## src/rtl/spu_pkg.sv

```systemverilog
// Shared types and constants for the fetch/issue front end.
package spu_pkg;

    parameter int PC_W = 32;
    localparam int INSTR_W = 32;

    localparam logic [1:0] CONS_NONE = 2'd0;
    localparam logic [1:0] CONS_ONE  = 2'd1;
    localparam logic [1:0] CONS_BOTH = 2'd2;

    typedef struct packed {
        logic [PC_W-1:0]    pc;
        logic [INSTR_W-1:0] instr1;
        logic [INSTR_W-1:0] instr2;
    } fib_entry_t;

endpackage

```

## src/rtl/fib_storage.sv

```systemverilog
// Pair register file: one synchronous write port, one combinational read port.
module fib_storage #(
    parameter int  DEPTH   = 4,
    parameter int  AW      = $clog2(DEPTH),
    parameter type entry_t = spu_pkg::fib_entry_t
) (
    input  logic          clk,
    input  logic          we,
    input  logic [AW-1:0] waddr,
    input  entry_t        wdata,
    input  logic [AW-1:0] raddr,
    output entry_t        rdata
);

    entry_t mem [DEPTH];

    always_ff @(posedge clk) begin
        if (we) begin
            mem[waddr] <= wdata;
        end
    end

    assign rdata = mem[raddr];

endmodule

```

## src/rtl/fetch_issue_buffer.sv

```systemverilog
// Pair FIFO between fetch and dual-issue decode with single-slot consumption
// (head half flag), back-pressure via in_ready and flush on redirect.
module fetch_issue_buffer
    import spu_pkg::*;
#(
    parameter int bitsize = 32,
    parameter int DEPTH   = 4
) (
    input  logic               clk,
    input  logic               reset,
    input  logic               in_valid,
    input  logic [bitsize-1:0] in_pc,
    input  logic [INSTR_W-1:0] in_instr1,
    input  logic [INSTR_W-1:0] in_instr2,
    output logic               in_ready,
    input  logic               flush,
    output logic               out_valid1,
    output logic               out_valid2,
    output logic [bitsize-1:0] out_pc,
    output logic [INSTR_W-1:0] out_instr1,
    output logic [INSTR_W-1:0] out_instr2,
    input  logic [1:0]         out_consume
);

    localparam int AW = $clog2(DEPTH);
    localparam int CW = AW + 1;

    typedef struct packed {
        logic [bitsize-1:0] pc;
        logic [INSTR_W-1:0] instr1;
        logic [INSTR_W-1:0] instr2;
    } entry_t;

    logic [AW-1:0] head, tail;
    logic [CW-1:0] count;
    logic          half;
    logic          has_entry;
    logic          push, pop, split;
    entry_t        wr_entry, head_entry;

    assign has_entry = (count != '0);
    // From state only: a pop while full frees the slot one cycle later.
    assign in_ready  = (count < CW'(DEPTH));
    assign wr_entry  = '{pc: in_pc, instr1: in_instr1, instr2: in_instr2};

    fib_storage #(
        .DEPTH   (DEPTH),
        .AW      (AW),
        .entry_t (entry_t)
    ) u_storage (
        .clk   (clk),
        .we    (push),
        .waddr (tail),
        .wdata (wr_entry),
        .raddr (head),
        .rdata (head_entry)
    );

    // BOTH on a half-consumed head only has one slot left, so it pops like ONE.
    always_comb begin
        push  = 1'b0;
        pop   = 1'b0;
        split = 1'b0;
        if (!flush) begin
            push = in_valid && in_ready;
            if (has_entry) begin
                case (out_consume)
                    CONS_NONE: ;
                    CONS_ONE: begin
                        if (half) pop   = 1'b1;
                        else      split = 1'b1;
                    end
                    CONS_BOTH: pop = 1'b1;
                    default: ;
                endcase
            end
        end
    end

    always_ff @(posedge clk) begin
        if (reset || flush) begin
            head  <= '0;
            tail  <= '0;
            count <= '0;
            half  <= 1'b0;
        end else begin
            if (push) tail <= tail + AW'(1);
            if (pop)  head <= head + AW'(1);
            count <= count + CW'(push) - CW'(pop);
            if (pop)        half <= 1'b0;
            else if (split) half <= 1'b1;
        end
    end

    always_comb begin
        out_valid1 = 1'b0;
        out_valid2 = 1'b0;
        out_pc     = '0;
        out_instr1 = '0;
        out_instr2 = '0;
        if (has_entry) begin
            out_valid1 = 1'b1;
            if (half) begin
                out_pc     = head_entry.pc + bitsize'(4);
                out_instr1 = head_entry.instr2;
            end else begin
                out_valid2 = 1'b1;
                out_pc     = head_entry.pc;
                out_instr1 = head_entry.instr1;
                out_instr2 = head_entry.instr2;
            end
        end
    end

endmodule

```

## config.mk

```make
export PLATFORM = sky130hd
export DESIGN_NAME = fetch_issue_buffer
export DESIGN_NICKNAME = d
export VERILOG_FILES = /design/src/rtl/spu_pkg.sv /design/src/rtl/fib_storage.sv /design/src/rtl/fetch_issue_buffer.sv
export SDC_FILE = /design/constraint.sdc
export NUM_CORES = 1
export LEC_CHECK = 0
export BUFFER_PORTS_ARGS = -buffer_cell sky130_fd_sc_hd__clkbuf_2
export CAP_MARGIN = 20
export CELL_PAD_IN_SITES_DETAIL_PLACEMENT = 0
export CELL_PAD_IN_SITES_GLOBAL_PLACEMENT = 1
export CORE_ASPECT_RATIO = 0.75
export CORE_MARGIN = 10
export CORE_UTILIZATION = 48
export CTS_CLUSTER_DIAMETER = 60
export DETAILED_ROUTE_END_ITERATION = 16
export HOLD_SLACK_MARGIN = 0.1
export PLACE_DENSITY_LB_ADDON = 0.1
export REMOVE_ABC_BUFFERS = 1
export SLEW_MARGIN = 20
export SYNTH_ARGS = -nofsm -noshare
export SYNTH_HDL_FRONTEND = slang
export SYNTH_SLANG_ARGS = --single-unit
export TNS_END_PERCENT = 20
```

## constraint.sdc

```tcl
create_clock -name clk -period 4.85 [get_ports clk]
set_clock_uncertainty 0.15 [all_clocks]
set_input_delay 0.2425 -clock clk [delete_from_list [all_inputs] [get_ports clk]]
set_output_delay 0.2425 -clock clk [all_outputs]
set_load 0.05 [all_outputs]
```

==> results of run 1 <==
## placed cells by master, fill, tap and decap left out, types with 5 or more instances in the layout
master / n
clkinv_1: 11
clkbuf_16: 41
dfxtp_1: 7
o21ai_0: 6
inv_1: 16
o31ai_1: 10
clkinv_2: 6
and2_1: 36
and4_1: 5
a21oi_1: 20
ha_1: 9
clkbuf_1: 6
nand3_1: 6
buf_4: 14
clkbuf_2: 200
xnor2_1: 11
edfxtp_1: 384
or4_1: 10
nor2_1: 54
mux2i_1: 33
mux4_2: 79
nand2_1: 14
dlygate4sd3_1: 103
nand4_1: 6
or3_1: 5
mux4_1: 17
## worst min-delay path by stage
stage | start | end | slack (ps)
2_1_floorplan | in_instr2[0] | u_storage.mem[0][0] | 190
3_3_place_gp | in_instr2[4] | u_storage.mem[3][4] | 310
3_5_place_dp | in_instr2[5] | u_storage.mem[2][5] | 310
4_1_cts | in_instr2[5] | u_storage.mem[2][5] | 300
5_1_grt | in_instr2[17] | u_storage.mem[0][17] | 320
6_report | in_instr2[5] | u_storage.mem[0][5] | 330
## sequential cells by signal (all words and copies together) (netlist names), named ones only
register       cells
tail               2
half               1
u_storage.mem    384
count              3
head               2
## timing repair
item / in CTS / in global routing
endpoints found under the hold margin: 394 / 0
resized for setup: 0 / 0
hold buffers: 103 / 0
## through the flow
stage | power, W | hold slack (ps) | cell area (µm²)
floorplan | 0.004090 | 191.4 | 15700
global placement | 0.004237 | 312.7 | 17430
detailed placement | 0.004243 | 314.5 | 17430
CTS | 0.007305 | 296.9 | 19730
global route | 0.007481 | 318.0 | 19740
finish | 0.007230 | 327.1 | 19740
## final cells by class
| type | count | area, µm² | share of cell area |
|---|---|---|---|
| well taps | 442 | 553.0 | 0.02802 |
| clock inverters | 24 | 219.0 | 0.01109 |
| inverters | 16 | 60.06 | 0.003043 |
| diodes | 2 | 5.005 | 0.0002536 |
| clock buffers | 47 | 1049 | 0.05313 |
| multi-input cells | 351 | 3934 | 0.1993 |
| flip-flops and latches | 394 | 11740 | 0.5948 |
| repair buffers | 319 | 2177 | 0.1103 |
## metal layers
layer	global-route usage	vias to the layer above
met4	0.03992	0
met1	0.2299	4272
met2	0.2851	238
met5	0	-
li1	-	3916
met3	0.03717	44
## report_power, final
part	leakage [nW]	total, W	internal, W	switching, W
clock network	0.620	0.00299	0.00176	0.00123
registers	3.57	0.00380	0.00379	0.0000116
logic	2.52	0.000436	0.000164	0.000272
total	6.71	0.00723	0.00571	0.00152
## kinds of logic after synthesis
group,Yosys count,synth area share
compound gates,41,0.01536
xor+xnor,15,0.008227
fa+ha+maj,10,0.008305
buf+inv,59,0.02045
flops,394,0.7346
mux,129,0.1601
simple gates,156,0.05297
## Yosys cell counts, types with 2 or more instances
cell type | count | share of area
xor2_1 | 4 | 0.0022
and4_1 | 5 | 0.0027
a21oi_1 | 20 | 0.0063
a31oi_1 | 2 | 0.00078
mux4_2 | 79 | 0.11
buf_6 | 7 | 0.0049
buf_2 | 6 | 0.0019
buf_4 | 2 | 0.00094
ha_1 | 9 | 0.0071
a41o_1 | 2 | 0.0013
or4_1 | 10 | 0.0047
nand2_1 | 14 | 0.0033
or3_1 | 5 | 0.0020
nor3_1 | 3 | 0.00094
xnor2_1 | 11 | 0.0060
and3_1 | 2 | 0.00078
o21ai_0 | 6 | 0.0019
mux2i_1 | 33 | 0.021
dfxtp_1 | 10 | 0.013
buf_1 | 6 | 0.0014
nand4_2 | 2 | 0.0016
nor2_1 | 55 | 0.013
nand4_1 | 6 | 0.0024
clkbuf_1 | 19 | 0.0045
mux4_1 | 17 | 0.028
and2_1 | 40 | 0.016
inv_1 | 16 | 0.0038
o31ai_1 | 10 | 0.0047
buf_12 | 2 | 0.0025
edfxtp_1 | 384 | 0.72
nand3_1 | 6 | 0.0019
## worst max-delay path: stages, from the launching register on
cell      delay (ps)
dfxtp_4          630
mux4_1           450
and4_1           390
nand4_1          660
or4_1            710
a21oi_1          190
clkbuf_2         320
==> results_dict.tcl, run 1 <==
set metrics [dict create \
    max_freq_mhz 232.9 \
    tightest_slew_ps 1002 \
    start_util 0.4900 \
    ys_types 42 \
    area_growth_syn_to_layout_pct 23.59 \
    min_path_cells 2 \
    power_density_mw_per_mm2 366.3 \
    clock_path_buffers 3 \
    yosysSeqAreaShare 0.7346 \
    grt_max_degree 73 \
    grt_util_all_layers 0.1719 \
    clock_sinks 394 \
    wl_um 35260 \
    die_area_mm2 0.04104 \
    worstSkewPairLatency_ps 520 \
    grt_pass1_wl_um 54410 \
    ys_seq_elements 394 \
    slew_violations 0 \
    tritoncts "yes" \
    drive_gt1_frac 0.3154 \
    cts_buffers 41 \
    yosysWarnings 0 \
    cp-endpoint "out_pc[27]" \
    dp.cells 1419 \
    final_util 0.6056 \
    synth-main-ff-cell "edfxtp_1" \
    fin_ws_ps 556.3 \
    remaining_drc_errors 0 \
    grt_overflow 0 \
    cts-htree-levels 2 \
    syn_area_mm2 0.01597 \
    leakagePower_nw 6.709 \
    drt_pass1_iterations 5 \
    dp_hpwl_um 21580 \
    tns_ps 0 \
    grt_pass1_vias 9025 \
    r2r_cells 3 \
    period_share 0.8853 \
    rsz0062_at_grt "no" \
    path_class "flip-flop to primary output" \
    antenna_left 0 \
    worstReg2RegEnd "u_storage.mem[0][30]" \
    wl_per_cell_um 22.10 \
    setup_viol 0 \
    clk_pin_slew_ps 60 \
    coreArea_mm2 0.03259 \
    fp-row-count 57 \
    die_w_um 230.6 \
    rrSetupSlack_ps 1880 \
    stdcell_count 1595 \
    hp-class "primary input to flip-flop" \
    nFillCells 2406 \
    ios 201 \
    place.gp.congestion 0.7131 \
    cp-start-kind "flip-flop" \
    clockRootBuffer "clkbuf_16" \
    die_h_um 178.0 \
    avgSynthCellArea_um2 19.86 \
    io_buffers 200 \
    post_cts_buffers 0 \
    detailedPlace.worstSlack_ps 1101 \
    status "finished, final reports clean" \
    drt_iter0_markers 644 \
    ir_drop_mv 0.3430 \
    reg2reg_from "count[2]" \
    syn_inst 804 \
    vias_per_cell 5.310 \
    slew_headroom 0.3306 \
    async_reset_ff_frac 0 \
    wl_met1_um 15370 \
    antenna_found_initial 2 \
    wl_met2_um 17250 \
    drv_cap 0 \
    nets 1235 \
    critPathRequiredTime_ps 4460 \
    crit_path_max_fanout 24 \
    synth_edf_count 384 \
    period_needed_ps 4294 \
    vias 8470 \
    finalHoldViolations 0 \
    cp-end-kind "primary output" \
    cp.arrival_ps 3900 \
    top_layer "met4" \
    wl_met3_um 2074 \
]
Note: power is estimated with default switching activity, not from simulation.
==> inputs of run 2 (changes only) <==
SYNTH_HIERARCHICAL = 1   (was default)
clock period = 5.3 ns   (was 4.85 ns; I/O delays follow)
==> run 2 against run 1 <==
  * First-iteration DRC count rose by 0.16%
  * Via count up 0.35%
  * Total power decreased by 10%
  * Worst setup slack better by 430 ps
  * Register-to-register slack gained 150 ps
  * Synthesized cell count is 0.50% lower
  * Sequential power down 8.9%
  * Sequential share of layout area up 0.38 points
  * Die area decreased by 0.76%
==> results_dict.tcl, run 2 <==
set metrics [dict create \
    hp-class "primary input to flip-flop" \
    pwr-share-comb 0.061 \
    grt_util_all_layers 0.1705 \
    yosysWarnings 6 \
    critPathRequiredTime_ps 4890 \
    grt_pass1_wl_um 53710 \
    synth-main-ff-cell "edfxtp_1" \
    status "finished, final reports clean" \
    area_growth_syn_to_layout_pct 23.43 \
    start_util 0.4880 \
    reg2reg_from "half" \
    met2_usage 0.2807 \
    period_needed_ps 4310 \
    wl_per_cell_um 21.93 \
    synth_common_cells "edfxtp_1 (384), mux4_2 (96), nor2_1 (51)" \
    die_w_um 229.7 \
    cp_slowest_cell "dfxtp_4" \
    grt_pass1_vias 9067 \
    async_reset_ff_frac 0 \
    cp-startpoint "head[1]" \
    wl_um 34850 \
    p_sw_frac 0.2066 \
    syn_inst 800 \
    largest_reg_flops 384 \
    cts_resized 0 \
    worstReg2RegEnd "count[2]" \
    cp-end-kind "primary output" \
    grt.busiest_layer "met2" \
    clockPowerShare 0.406 \
    seqPwrFrac 0.533 \
    avgSynthCellArea_um2 19.79 \
    die_h_um 177.3 \
    nFillCells 2443 \
    final_cell_mix "edfxtp_1 (384), clkbuf_2 (200), dlygate4sd3_1 (102)" \
    yosysSeqAreaShare 0.7383 \
    crit_chain "mux4_2 -> nand3_2 -> or3_1 -> nor4_1 -> mux2i_1 -> clkbuf_2" \
    setup_viol 0 \
    clock_path_buffers 3 \
    coreArea_mm2 0.03245 \
    grt_max_degree 65 \
    vias_per_cell 5.349 \
    fin_ws_ps 989.9 \
    tightest_slew_ps 980.5 \
    top_register "u_storage/mem" \
    ir_drop_mv 0.2491 \
    io_buffers 200 \
    syn_area_mm2 0.01584 \
    slew_headroom 0.3463 \
    synth_edf_count 384 \
    drt_pass1_iterations 5 \
    met1_usage 0.2278 \
    r2r_cells 10 \
    p_int_w 0.005156 \
    yosysTopAreaCellShare 0.7282 \
    grt_overflow 0 \
    drt_iter0_markers 645 \
    clockRootBuffer "clkbuf_16" \
    layout_commonest_cell "edfxtp_1" \
    clk_pin_slew_ps 60 \
    cp-endpoint "out_pc[30]" \
    fp-row-count 57 \
    place.gp.congestion 0.7804 \
    slew_violations 0 \
    cp-start-kind "flip-flop" \
    period_share 0.8132 \
    crit_path_max_fanout 43 \
    p_switching_w 0.001343 \
    clock_sinks 392 \
    power_density_mw_per_mm2 332.5 \
    drv_cap 0 \
    path_class "flip-flop to primary output" \
    worstSkewPairLatency_ps 520 \
    ys_types 38 \
    remaining_drc_errors 0 \
    cts_buffers 39 \
    ys_seq_elements 392 \
    ios 201 \
    rrSetupSlack_ps 2030 \
    drive_gt1_frac 0.3319 \
    finalHoldViolations 0 \
    antenna_found_initial 6 \
    rsz0062_at_grt "no" \
    final_util 0.6023 \
    synth.most_common_cell "edfxtp_1" \
    met3_usage 0.03685 \
    dp_hpwl_um 21270 \
    cts-htree-levels 2 \
    synth_area_leaders "edfxtp_1 (73%), mux4_2 (14%), mux2i_1 (2.1%)" \
    cpPeakStageDelay_ps 810 \
    detailedPlace.worstSlack_ps 1492 \
    leakagePower_nw 6.534 \
    tritoncts "yes" \
    largest_registers "u_storage/mem (384), count (3)" \
    cp.arrival_ps 3900 \
    antenna_left 0 \
    max_freq_mhz 232.0 \
    die_area_mm2 0.04073 \
    vias 8500 \
    nets 1224 \
    synth_top_cell_by_area "edfxtp_1" \
]
run 2: cell count changes after synthesis, moves of 4 or more:
| cell | change |
|---|---|
| mux4_1 | -17 |
| mux4_2 | +17 |
| buf_2 | +8 |
| nand3_1 | +6 |
| buf_1 | -5 |
| buf_6 | -5 |
| inv_1 | -5 |
| nor4_1 | +5 |
| and2_1 | -4 |
| buf_8 | +4 |
| ha_1 | -4 |
| nor2_1 | -4 |
| o31ai_1 | +4 |
| or4_1 | +4 |
run 2: cell type report:
type,count,area [µm²],share of cell area
multi-input cells,355,3876,0.1983
well taps,442,553.0,0.02830
diodes,5,12.51,0.0006402
clock buffers,51,1064,0.05441
repair buffers,317,2147,0.1099
inverters,11,41.29,0.002113
flip-flops and latches,392,11700,0.5986
clock inverters,16,151.4,0.007746
run 2: how the worst min path moves through the flow:
stage / to / start / cells after the start
after detailed placement: u_storage/mem[2][52] / in_instr1[20] / 1
after global routing: tail[0] / in_valid / 4
final: tail[0] / in_valid / 4
after CTS: head[0] / out_consume[1] / 5
after floorplan: u_storage/mem[0][0] / in_instr2[0] / 0
after global placement: u_storage/mem[2][17] / in_instr2[17] / 1
run 2: logic make-up (layout without fill, tap and decap cells):
kind of cell,count (synthesis),after routing,synth area share
simple gates,165,165,0.05665
compound gates,38,38,0.01446
fa+ha+maj,6,6,0.005215
buf+inv,53,395,0.01849
xor+xnor,16,16,0.008849
flops,392,392,0.7383
other cells,0,5,0
mux,130,130,0.1580
run 2: repair_timing:
item                                    CTS  global route
endpoints found under the setup margin    0             0
buffers inserted                          0             0
hold buffers                            102             0
hold endpoints to repair                392             0
run 2: critical path, delay by kind of cell (launching register included):
kind	cells	cell delay, ps
simple gates	3	1430
flops	1	810
mux	2	770
buf+inv	1	340
run 2: stage by stage:
step	instances	cell area, µm²	TNS (ps)	hold WS [ps]	total power [W]
final	1589	19550	0	140.7	0.006498
after global routing	1588	19540	0	164.5	0.006730
after CTS	1584	19530	0	123.2	0.006568
after detailed placement	1415	17300	0	335.1	0.003866
after global placement	1415	17300	0	335.1	0.003861
after floorplan	758	15580	-435190	213.9	0.003734
run 2: metal layers:
layer | share of wire | up-vias | routed length, µm
li1 | - | 3915 | -
met1 | 0.45 | 4326 | 15530
met2 | 0.48 | 211 | 16880
met3 | 0.053 | 46 | 1844
met4 | 0.017 | 2 | 591
met5 | 0.00037 | - | 13
run 2: power groups by stage:
stage / clock [W] / sequential [W] / combinational, W
CTS: 0.00270 / 0.00346 / 0.000401
detailed placement: 0 / 0.00353 / 0.000338
finish: 0.00264 / 0.00346 / 0.000396
global route: 0.00284 / 0.00346 / 0.000427
global placement: 0 / 0.00353 / 0.000335
floorplan: 0 / 0.00354 / 0.000197
